### src/rtl/decoder_kind_seq_pkg.sv
// Shared types for the fetch-group decoder: instruction kinds, opcode field width, FSM states.
package p_instruction;

  localparam int OPC_W = 4;

  typedef enum logic [2:0] {
    K_RRR     = 3'd0,
    K_MEMORY  = 3'd1,
    K_MODEL   = 3'd2,
    K_RRI     = 3'd3,
    K_CUSTOM  = 3'd4,
    K_INVALID = 3'd5
  } e_kind;

  typedef enum logic {
    S_IDLE  = 1'b0,
    S_DRAIN = 1'b1
  } e_state;

endpackage

### src/rtl/decoder_kind_seq_if.sv
// Bus bundle between a fetch-group producer (master) and the decoder sequencer (slave).
interface decoder_kind_seq_if
  import p_instruction::*;
#(
  parameter int LANES   = 4,
  parameter int INSTR_W = 32
) ();
  localparam int LW = (LANES > 1) ? $clog2(LANES) : 1;

  // Both sides: a beat transfers on a cycle where valid and ready are both high;
  // valid never waits on ready, and a presented beat holds stable until it transfers.
  logic                     in_valid;
  logic                     in_ready;
  logic [LANES*INSTR_W-1:0] in_group;
  logic [LANES-1:0]         in_lane_mask;
  logic                     flush;
  logic                     out_valid;
  logic                     out_ready;
  logic [INSTR_W-1:0]       out_instr;
  e_kind                    out_kind;
  logic [LW-1:0]            out_lane;
  logic                     out_last;
  logic                     out_trap;

  modport master (
    output in_valid, in_group, in_lane_mask, flush, out_ready,
    input  in_ready, out_valid, out_instr, out_kind, out_lane, out_last, out_trap
  );

  modport slave (
    input  in_valid, in_group, in_lane_mask, flush, out_ready,
    output in_ready, out_valid, out_instr, out_kind, out_lane, out_last, out_trap
  );

endinterface

### src/rtl/decoder_kind_seq_classify.sv
// Combinational opcode classifier: top OPC_W bits of an instruction to its kind.
module m_kind_classify
  import p_instruction::*;
#(
  parameter int INSTR_W = 32
) (
  input  logic [INSTR_W-1:0] i_instr,
  output e_kind              o_kind
);

  logic [OPC_W-1:0] w_opc;
  logic             w_unused;

  assign w_opc    = i_instr[INSTR_W-1 -: OPC_W];
  assign w_unused = ^i_instr[INSTR_W-OPC_W-1:0];

  always_comb begin
    o_kind = K_INVALID;
    casez (w_opc)
      4'b0000: o_kind = K_RRR;
      4'b0001: o_kind = K_MEMORY;
      4'b0010: o_kind = K_MODEL;
      4'b01??: o_kind = K_RRI;
      4'b11??: o_kind = K_CUSTOM;
      default: o_kind = K_INVALID;
    endcase
  end

endmodule

### src/rtl/decoder_kind_seq.sv
// Holds one fetch group and emits its present lanes in order, one per cycle, with kind tags.
// Optional DECODER_KIND_TRAP_EN: an INVALID instruction ends the group and raises out_trap.
module decoder_kind_seq
  import p_instruction::*;
#(
  parameter int LANES   = 4,
  parameter int INSTR_W = 32
) (
  input  logic              clk,
  input  logic              reset_n,
  decoder_kind_seq_if.slave bus,
  output e_state            o_dbg_state
);

  localparam int LW = (LANES > 1) ? $clog2(LANES) : 1;

  e_state                   r_state, w_state_nxt;
  logic [LANES*INSTR_W-1:0] r_group, w_group_nxt;
  logic [LANES-1:0]         r_mask, w_mask_nxt;
  logic [LANES-1:0]         w_sel_oh;
  logic [LW-1:0]            w_sel;
  logic [INSTR_W-1:0]       w_instr;
  e_kind                    w_kind;
  logic                     w_valid;
  logic                     w_trap;
  logic                     w_last;
  logic                     w_in_rdy;
  logic                     w_in_xfer;
  logic                     w_out_xfer;

  // Isolate the lowest remaining lane so masked lanes cost no cycles.
  assign w_sel_oh = r_mask & (~r_mask + LANES'(1));

  always_comb begin
    w_sel   = '0;
    w_instr = r_group[INSTR_W-1:0];
    for (int i = 0; i < LANES; i++) begin
      if (w_sel_oh[i]) begin
        w_sel   = LW'(i);
        w_instr = r_group[i*INSTR_W +: INSTR_W];
      end
    end
  end

  m_kind_classify #(.INSTR_W(INSTR_W)) u_classify (
    .i_instr (w_instr),
    .o_kind  (w_kind)
  );

  assign w_valid = (r_state == S_DRAIN);

`ifdef DECODER_KIND_TRAP_EN
  assign w_trap = w_valid && (w_kind == K_INVALID);
`else
  assign w_trap = 1'b0;
`endif

  assign w_last     = w_valid && (((r_mask & ~w_sel_oh) == '0) || w_trap);
  assign w_out_xfer = w_valid && bus.out_ready;

  // A new group may only enter while the final lane of the current one leaves.
  always_comb begin
    w_in_rdy = 1'b0;
    if (reset_n && !bus.flush) begin
      if (r_state == S_IDLE) w_in_rdy = 1'b1;
      else                   w_in_rdy = w_out_xfer && w_last;
    end
  end

  assign w_in_xfer = bus.in_valid && w_in_rdy;

  always_comb begin
    w_state_nxt = r_state;
    w_mask_nxt  = r_mask;
    w_group_nxt = r_group;
    if (bus.flush) begin
      w_state_nxt = S_IDLE;
      w_mask_nxt  = '0;
    end else begin
      case (r_state)
        S_DRAIN: begin
          if (w_out_xfer) begin
            if (w_last) begin
              w_state_nxt = S_IDLE;
              w_mask_nxt  = '0;
            end else begin
              w_mask_nxt  = r_mask & ~w_sel_oh;
            end
          end
        end
        default: w_state_nxt = S_IDLE;
      endcase
      // An empty-mask group is accepted and simply dropped.
      if (w_in_xfer && (bus.in_lane_mask != '0)) begin
        w_state_nxt = S_DRAIN;
        w_mask_nxt  = bus.in_lane_mask;
        w_group_nxt = bus.in_group;
      end
    end
  end

  always_ff @(posedge clk or negedge reset_n) begin
    if (!reset_n) begin
      r_state <= S_IDLE;
      r_mask  <= '0;
      r_group <= '0;
    end else begin
      r_state <= w_state_nxt;
      r_mask  <= w_mask_nxt;
      r_group <= w_group_nxt;
    end
  end

  assign bus.in_ready  = w_in_rdy;
  assign bus.out_valid = w_valid;
  assign bus.out_instr = w_instr;
  assign bus.out_kind  = w_kind;
  assign bus.out_lane  = w_sel;
  assign bus.out_last  = w_last;
  assign bus.out_trap  = w_trap;
  assign o_dbg_state   = r_state;

endmodule

### src/flat_wrapper.sv
// flat-port wrapper written by rule: the top's interface ports become plain ports
module decoder_kind_seq_flat import p_instruction::*;
#(
  parameter int LANES   = 4,
  parameter int INSTR_W = 32
)
  (clk, reset_n, o_dbg_state, bus_in_valid, bus_in_group, bus_in_lane_mask, bus_flush, bus_out_ready, bus_in_ready, bus_out_valid, bus_out_instr, bus_out_kind, bus_out_lane, bus_out_last, bus_out_trap);
  decoder_kind_seq_if #(.LANES(LANES), .INSTR_W(INSTR_W)) bus_i ();
  input  logic clk;
  input  logic reset_n;
  output e_state o_dbg_state;
  input wire logic [$bits(bus_i.in_valid)-1:0] bus_in_valid;
  input wire logic [$bits(bus_i.in_group)-1:0] bus_in_group;
  input wire logic [$bits(bus_i.in_lane_mask)-1:0] bus_in_lane_mask;
  input wire logic [$bits(bus_i.flush)-1:0] bus_flush;
  input wire logic [$bits(bus_i.out_ready)-1:0] bus_out_ready;
  output wire logic [$bits(bus_i.in_ready)-1:0] bus_in_ready;
  output wire logic [$bits(bus_i.out_valid)-1:0] bus_out_valid;
  output wire logic [$bits(bus_i.out_instr)-1:0] bus_out_instr;
  output wire logic [$bits(bus_i.out_kind)-1:0] bus_out_kind;
  output wire logic [$bits(bus_i.out_lane)-1:0] bus_out_lane;
  output wire logic [$bits(bus_i.out_last)-1:0] bus_out_last;
  output wire logic [$bits(bus_i.out_trap)-1:0] bus_out_trap;
  assign bus_i.in_valid = bus_in_valid;
  assign bus_i.in_group = bus_in_group;
  assign bus_i.in_lane_mask = bus_in_lane_mask;
  assign bus_i.flush = bus_flush;
  assign bus_i.out_ready = bus_out_ready;
  assign bus_in_ready = bus_i.in_ready;
  assign bus_out_valid = bus_i.out_valid;
  assign bus_out_instr = bus_i.out_instr;
  assign bus_out_kind = bus_i.out_kind;
  assign bus_out_lane = bus_i.out_lane;
  assign bus_out_last = bus_i.out_last;
  assign bus_out_trap = bus_i.out_trap;
  decoder_kind_seq #(.LANES(LANES), .INSTR_W(INSTR_W)) u_core (.clk(clk), .reset_n(reset_n), .bus(bus_i), .o_dbg_state(o_dbg_state));
endmodule
### config.mk
export PLATFORM = sky130hd
export DESIGN_NAME = decoder_kind_seq_flat
export DESIGN_NICKNAME = d
export VERILOG_FILES = /design/src/rtl/decoder_kind_seq_pkg.sv /design/src/rtl/decoder_kind_seq_if.sv /design/src/rtl/decoder_kind_seq_classify.sv /design/src/rtl/decoder_kind_seq.sv /design/src/flat_wrapper.sv
export SDC_FILE = /design/constraint.sdc
export NUM_CORES = 1
export LEC_CHECK = 0
export BUFFER_PORTS_ARGS = -buffer_cell sky130_fd_sc_hd__clkbuf_2
export CAP_MARGIN = 20
export CORE_AREA = 2 2 98 147
export DETAILED_ROUTE_END_ITERATION = 6
export DIE_AREA = 0 0 100 149
export PLACE_DENSITY = 0.77
export REMOVE_ABC_BUFFERS = 1
export SLEW_MARGIN = 30
export SYNTH_ARGS = -nofsm -noshare
export SYNTH_HDL_FRONTEND = slang
export SYNTH_SLANG_ARGS = --single-unit
### constraint.sdc
create_clock -name clk -period 2.1 [get_ports clk]
set_clock_uncertainty 0.2 [all_clocks]
set_input_delay 0.42 -clock clk [delete_from_list [all_inputs] [get_ports clk]]
set_output_delay 0.42 -clock clk [all_outputs]
set_load 0.02 [all_outputs]
After elaboration in Yosys (flattened, before gate mapping)
Cells that the tools add are included.

Register bits after elaboration: 133. Output and inout port bits: 42. Bits of input ports: 137. Word-level logic and storage cells: 46.

Bitwise operators: 5. Multiplexer cells: 19. Add/subtract/negate cells: 1. Equality and inequality tests: 4. Reduce and logical (&&, ||, !) cells: 14.

Operators by type and width (number): $mux W32 (3); $mux W4 (5); $pmux W3 S5 (1); $and A4 B4 Y4 (2); $logic_not A4 Y1 (2); $mux W1 (8); $not A4 Y4 (2); $logic_and A1 B1 Y1 (6); $reduce_bool A3 Y1 (2); $add A4 B1 Y4 const B (1); $eq A4 B1 Y1 const B (1); $eq A4 B2 Y1 const B (1); $mux W2 (2); $reduce_and A2 Y1 (2); $reduce_bool A4 Y1 (1); $eq A2 B1 Y1 const B (1); $eq A2 B2 Y1 const B (1); $logic_not A1 Y1 (1); $not A1 Y1 (1).

Longest topological paths before layout
Gate-level depths: netlist (run 1).

Word-level depth: 14. Gate-level depth with buffers: 9. Depth with buffers taken out: 5.

Modules after synthesis
A second synthesis (run 1) with hierarchy kept.

Cells, all modules: 463. Area, all modules: 6402.4 sq um.

Modules (own cells, without submodules): decoder_kind_seq (cells each 457, instances 1, sequential area each 3328.2 sq um, area each 6364.9 sq um); m_kind_classify (cells each 6, instances 1, sequential area each 0.0 sq um, area each 37.5 sq um).

Least setup slack after synthesis (run 1)
Ideal clock, no wire load.

Kind: reg2out. Start: reg u_core.r_mask[0]. End: out bus_out_kind[1]. Path slack: -0.566 ns. Data required time: 1.480 ns. Arrival: 2.046 ns. Path buffers: 2. Stages on the path, launching flop included: 8. Path through: dfrtp_1 > buf_4 > nand2b_1 > buf_4 > o22ai_1 > o31ai_1 > nand2b_1 > a21oi_1.

Cells in the longest elaborated chain, start to end: 8. Elaborated cells on any way between the ends: 12. Classes of those cells: 1 x add/sub; 4 x eq/ne; 4 x mux; 2 x bitwise; 1 x reduce/logical.

RTL lines: start, declared (RTL line decoder_kind_seq.sv:19) `logic [LANES-1:0] r_mask, w_mask_nxt;`; start signal, assigned (RTL line decoder_kind_seq.sv:109) `r_mask <= w_mask_nxt;`; $not A4 Y4 * (RTL line decoder_kind_seq.sv:32) `assign w_sel_oh = r_mask & (~r_mask + LANES'(1));`; $add A4 B1 Y4 * (RTL line decoder_kind_seq.sv:32); $and A4 B4 Y4 * (RTL line decoder_kind_seq.sv:32); $mux W32 (2 in a row) (RTL line decoder_kind_seq.sv:38) `if (w_sel_oh[i]) begin`; $mux W32 * (RTL line decoder_kind_seq.sv:38); net bus_out_instr[29] (RTL line flat_wrapper.sv:19) `output wire logic [$bits(bus_i.out_instr)-1:0] bus_out_instr;`; $eq A4 B2 Y1, or another cell as far along (RTL line decoder_kind_seq_classify.sv:19) `casez (w_opc)`; $pmux W3 S5 * (RTL line decoder_kind_seq_classify.sv:19); end, declared (RTL line flat_wrapper.sv:20) `output wire logic [$bits(bus_i.out_kind)-1:0] bus_out_kind;`.

The timed path passes the listed nets; every way through them passes the cells marked *.

Worst setup path in the final report (run 1)
Start: reg u_core.r_mask[2]. End: out bus_out_kind[2].

Cells in the longest elaborated chain, start to end: 7. Elaborated cells on any way between the ends: 11. Classes of those cells: 1 x add/sub; 4 x eq/ne; 3 x mux; 2 x bitwise; 1 x reduce/logical.

RTL lines (RTL line): $not A4 Y4 (decoder_kind_seq.sv:32); $add A4 B1 Y4 (decoder_kind_seq.sv:32); $and A4 B4 Y4 * (decoder_kind_seq.sv:32); $mux W32 (decoder_kind_seq.sv:38); $mux W32 * (decoder_kind_seq.sv:38); $eq A4 B2 Y1, or another cell as far along (decoder_kind_seq_classify.sv:19); $pmux W3 S5 * (decoder_kind_seq_classify.sv:19).

Mark *: on every way between the ends. The rest lies on a longest branch, timed or not.

==> results of run 1 <==
## logic make-up after synthesis
family | Yosys count
multiplexers | 156
flip-flops | 133
AND/OR/NAND/NOR | 93
AO/OA/AOI/OAI | 85
buffers and inverters | 39
other | 1
## flip-flops by register name (all words and copies together) (netlist names)
signal / cells
u_core.bus.out_valid: 1
u_core.r_group: 128
u_core.r_mask: 4
## what timing repair did
action	CTS	global route
cloned	16	7
gates resized for setup	151	165
setup endpoints to repair	168	172
pin swaps	22	47
setup buffers	22	14
## layer usage
layer  vias to the layer above  global-route usage  part of all wire
li1                       2322                   -                 -
met5                         -                   0                 0
met3                        55              0.0464             0.040
met2                       214               0.470              0.56
met4                         0               0.144             0.040
met1                      2684               0.286              0.36
## where the power goes
part	switching (W)	total, W	leakage, nW	internal [W]
Combinational	0.00128	0.00283	2.68	0.00155
Sequential	0.000417	0.00353	1.58	0.00311
Clock	0.00115	0.00333	0.314	0.00218
## layout make-up
type	instances	area (um^2)	share of cell area
Sequential cell	133	3330	0.332
Tap cell	165	206	0.0206
Antenna cell	2	5.00	0.000498
Timing Repair Buffer	275	2540	0.253
Clock inverter	11	196	0.0196
Inverter	3	13.8	0.00137
Multi-Input combinational cell	335	3290	0.327
Clock buffer	21	460	0.0458
## path summary, 6_finish.rpt
kind                       depth (start not counted)                              end                           start  slack [ps]
setup / recovery                                   7                  bus_out_kind[2]    u_core.r_mask[2]$_DFFE_PN0P_        -690
hold / removal                                     2   u_core.r_group[22]$_DFFE_PN0P_                         reset_n         -30
min in group clk                                   2   u_core.r_group[70]$_DFFE_PN0P_                bus_in_group[70]          20
hold reg to reg                                    1   u_core.r_group[37]$_DFFE_PN0P_  u_core.r_group[37]$_DFFE_PN0P_         280
setup reg to reg                                  11  u_core.r_group[104]$_DFFE_PN0P_    u_core.r_mask[2]$_DFFE_PN0P_        -600
max in group asynchronous                          2     u_core.r_mask[0]$_DFFE_PN0P_                         reset_n        1120
## cells in the mapped netlist, drive strengths merged
library cell,count,share of area
o22ai,3,0.0030
dfrtp,133,0.53
mux2,127,0.23
inv,3,0.0018
o41a,1,0.0018
a211oi,3,0.0052
nor3,3,0.0024
and3,1,0.0010
mux2i,29,0.047
o21a,1,0.0012
a31o,1,0.0014
a22o,1,0.0014
or2,4,0.0040
conb,1,0.00060
clkbuf,6,0.0036
a31oi,1,0.0010
o31ai,3,0.0052
buf,30,0.035
a21oi,35,0.029
nand2,39,0.023
and2,2,0.0020
nand2b,2,0.0020
a221o,2,0.0032
o21bai,1,0.0012
nand3,1,0.00080
nand3b,1,0.0012
o21ai,32,0.026
nor2b,2,0.0020
nor2,33,0.020
or3b,3,0.0042
o2bb2ai,1,0.0014
nor4b,2,0.0052
## metrics by stage
stage / worst slack, ps / setup TNS (ps)
2_1_floorplan: -3290 / -465610
3_3_place_gp: -183 / -23470
3_5_place_dp: -250 / -29520
4_1_cts: -564 / -66910
5_1_grt: -771 / -95290
6_report: -693 / -85050
==> flow_summary_export.csv, run 1 <==
group,metric,value,unit
status,status,"finished, violations left",
status,violations,"hold timing, setup timing",
drt,vias,5275,
drt,drtPass1Iterations,4,
sta,min_period,2790,ps
synthesis,synthesis.instances,507,
finish,n_fill_cell,842,
synthesis,synth_compound_area_frac,0.0810,
critical_path,critPathMaxStageDelay,480,ps
cts,cts_buffer_depth,2,
sta,finalWorstSetupSlack,-693,ps
sta,fmax,358,MHz
cts,path_clk_slew,60,ps
finish,final_cell_mix,"clkbuf_2, dfrtp_1, buf_4",
grt,grt_overflow,0,
critical_path,crit_arrival,2170,ps
synthesis,syn_area,6240,um^2
finish,final_util,0.728,
pwr,leakagePower,4.58,nW
floorplan,io_pins,179,
pwr,powerDensity,965,nW/um^2
pwr,ir_drop,0.792,mV
synthesis,yosys_warnings,0,
finish,design_area,10000,um^2
synthesis,synth_fa_ha_area_frac,0,
sta,timing.hold.ws,-33.0,ps
placement,dp_hpwl,10800,um
grt,grt_pass1_vias,5685,
synthesis,synth_cell_types,42,
cts,cts.sinks,133,
grt,grt_pass1_wl,29400,um
placement,placed_cell_area,7550,um^2
finish,drive_gt1_frac,0.638,
critical_path,crit_fanout,8,
sta,rsz0062_at_grt,"true",
drt,viasPerCell,5.58,
cts,htreeDepth,4,
drt,drt-total-wl,21200,um
cts,cts_tree,"done",
floorplan,rows,53,
synthesis,synth-seq-cells,133,
grt,grt_use_total,0.261,
finish,layout_commonest_cell,"clkbuf_2",
floorplan,core_area,13800,um^2
run,max-cap-violations,0,
drt,drtIter0Drc,228,
critical_path,start_kind,"register",
synthesis,synth_simple_gate_area_frac,0.0682,
critical_path,slowest_stage,"dfrtp_2",
pwr,totalPowerFinal,0.00969,W
sta,slew_violations,0,
synthesis,yosysSeqAreaShare,0.533,
floorplan,die_h,149,um
synthesis,synth_top_family_by_area,"multiplexers",
grt,antenna_found_initial,2,
critical_path,endpoint_kind,"output pin",
drt,ant_nets,0,
cts,cts_made_buffers,17,
sta,hold_violations,27,
critical_path,crit_chain,"nor4b_4 -> buf_12 -> nand2_2 -> o31ai_4 -> inv_1 -> a31o_1 -> clkbuf_8",
floorplan,start_util,0.452,
floorplan,die-area,14900,um^2
sta,fin_crit_sh,1.33,
hold_path,hp-class,"input port to async pin",
cts,cts_hold_buf,0,
critical_path,crit_buf_inv,3,
finish,final_cells,945,
grt,grt_start_max_net_pins,134,
floorplan,die_width,100,um
cts,clock_latency,410,ps
placement,placed_cells,854,
cts,cts_root_buffer,"clkbuf_16",
sta,worst_pin_slew,737,ps
drt,drc,0,
sta,slew_headroom,0.509,
synthesis,synth_area_per_cell,12.3,um^2
critical_path,required,1480,ps
drt,wire_per_inst,22.5,um
finish,area_delta_synth_final,61.0,%
synthesis,synth_xor_area_frac,0,
placement,globalplace.congestion,0.864,
sta,setup_viol,171,
placement,portBuffers,177,
finish,finalNetCount,902,
critical_path,crit_family,"simple AND/OR/NAND/NOR gates",
critical_path,crit_type,"register to output pin",
synthesis,synthMuxAreaShare,0.276,
No activity file was read; power rests on OpenSTA's default activity.
==> inputs of run 2 (changes only) <==
Settings changed: MAX_ROUTING_LAYER set to met4.
==> run 2 against run 1 <==
Against the previous run: die area stayed put; the run still ends with hold timing, setup timing left; core utilization is essentially flat; largest cell class unchanged; clock power about the same; critical path depth rose by 1; wire length hardly changed; via count is 0.80% higher; flip-flop and latch count unchanged; largest power group unchanged.
==> flow_summary_export.csv, run 2 (synthesis results as in run 1) <==
group,metric,value,unit
finish,design_area,10000,um^2
critical_path,crit_buf_inv,3,
cts,htreeDepth,4,
critical_path,crit_family,"compound AO/OA/AOI/OAI gates",
grt,grt_use_total,0.268,
pwr,p_int,0.00685,W
cts,cts_buffer_depth,2,
grt,grtUsageMet1,0.286,
grt,grt_pass1_wl,29400,um
sta,rsz0062_at_grt,"true",
sta,worst_pin_slew,719,ps
placement,globalplace.congestion,0.879,
placement,portBuffers,177,
grt,use_met2,0.470,
cts,cts_hold_buf,0,
drt,ant_nets,0,
cts,cts_tree,"done",
grt,globalRouteMet3Util,0.0431,
cts,cts.sinks,133,
finish,regArea,3330,um^2
placement,placed_cell_area,7550,um^2
finish,largest_reg_flops,128,
sta,min_period,2830,ps
sta,setup_viol,171,
cts,clock_latency,410,ps
finish,finalNetCount,902,
sta,slew_violations,0,
critical_path,required,1480,ps
pwr,netSwitchingFraction,0.293,
pwr,p_clk_frac,0.343,
critical_path,reg2reg_depth,11,
floorplan,io_pins,179,
critical_path,slowest_stage,"dfrtp_2",
pwr,leakagePower,4.58,nW
pwr,pwr-share-comb,0.292,
sta,finalWorstSetupSlack,-730,ps
critical_path,crit_type,"register to output pin",
grt,grt_start_max_net_pins,134,
finish,area_delta_synth_final,61.1,%
cts,cts_root_buffer,"clkbuf_16",
pwr,seqPwrFrac,0.365,
critical_path,start_kind,"register",
sta,fmax,353,MHz
critical_path,endpoint_kind,"output pin",
critical_path,regToRegSetupSlack,-610,ps
drt,vias,5317,
critical_path,crit_arrival,2210,ps
drt,drtPass1Iterations,5,
floorplan,rows,53,
critical_path,critPathLaunch,"u_core.r_mask[1]$_DFFE_PN0P_",
critical_path,reg2reg_to,"u_core.r_group[104]$_DFFE_PN0P_",
pwr,powerDensity,964,nW/um^2
critical_path,critPathMaxStageDelay,490,ps
floorplan,core_area,13800,um^2
floorplan,die-area,14900,um^2
finish,drive_gt1_frac,0.638,
critical_path,crit_top_cell,"buf_6",
cts,path_clk_slew,60,ps
critical_path,r2r-start,"u_core.r_mask[2]$_DFFE_PN0P_",
critical_path,crit_chain,"buf_6 -> nor2_1 -> a21oi_1 -> o21ai_1 -> o21ai_2 -> buf_6 -> a31o_1 -> clkbuf_8",
drt,drc,0,
hold_path,hp-class,"input port to async pin",
drt,drtIter0Drc,281,
finish,largest-register,"u_core.r_group",
sta,slew_headroom,0.521,
status,violations,"hold timing, setup timing",
run,max-cap-violations,0,
grt,grt_overflow,0,
placement,dp_hpwl,10800,um
grt,grt_pass1_vias,5666,
floorplan,start_util,0.452,
finish,n_fill_cell,840,
drt,wire_per_inst,22.5,um
floorplan,die_h,149,um
sta,fin_crit_sh,1.35,
sta,timing.hold.ws,-8.66,ps
grt,grt_busiest_layer,"met2",
pwr,netSwitchingPower,0.00284,W
grt,antenna_found_initial,2,
finish,final_cells,945,
finish,final_util,0.729,
pwr,ir_drop,0.804,mV
floorplan,die_width,100,um
drt,drt-total-wl,21200,um
status,status,"finished, violations left",
sta,hold_violations,6,
finish,multi_input_area,3290,um^2
placement,placed_cells,854,
sta,setup-tns-final,-84200,ps
critical_path,crit_fanout,6,
finish,final_cell_mix,"clkbuf_2, dfrtp_1, buf_4",
finish,layout_commonest_cell,"clkbuf_2",
cts,cts_made_buffers,17,
drt,viasPerCell,5.63,
-- run 2: how the worst max path moves through the flow --
| stage | end | slack, ps | cells after the start |
|---|---|---|---|
| 6_report | bus_out_kind[2] | -730 | 8 |
| 5_1_grt | bus_out_kind[2] | -760 | 8 |
| 4_1_cts | bus_out_instr[12] | -560 | 8 |
| 3_5_place_dp | u_core.r_group[110]$_DFFE_PN0P_ | -250 | 7 |
| 3_3_place_gp | u_core.r_group[112]$_DFFE_PN0P_ | -180 | 7 |
| 2_1_floorplan | u_core.r_group[0]$_DFFE_PN0P_ | -3290 | 2 |
-- run 2: cell type report --
type                       count  area share
antenna                        2    0.000498
clock buffer                  21      0.0458
clock inverter                11      0.0195
inverter                       3     0.00137
multi-input combinational    335       0.327
sequential                   133       0.332
tap                          165      0.0205
timing repair buffer         275       0.254
-- run 2: per-stage QoR --
stage          worst slack (ps)  total power (W)
2_1_floorplan             -3290          0.00454
3_3_place_gp               -183          0.00519
3_5_place_dp               -250          0.00531
4_1_cts                    -564          0.00912
5_1_grt                    -760           0.0100
6_report                   -730          0.00969
-- run 2: power groups by stage --
stage | logic, W | registers (W) | clock network (W)
3_5_place_dp | 0.00186 | 0.00345 | 0
6_report | 0.00283 | 0.00353 | 0.00332
4_1_cts | 0.00236 | 0.00343 | 0.00333
2_1_floorplan | 0.00119 | 0.00335 | 0
3_3_place_gp | 0.00179 | 0.00339 | 0
5_1_grt | 0.00300 | 0.00358 | 0.00346
-- run 2: repair_timing --
item,in CTS,in global routing
gates resized for setup,151,166
pin swaps,22,47
cloned,16,7
buffers inserted,22,14
setup endpoints to repair,168,172
-- run 2: layer usage --
layer,wire [um],vias to the layer above
li1,-,2326
met2,11900,218
met1,7500,2702
met3,890,71
met4,979,0
met5,0,-
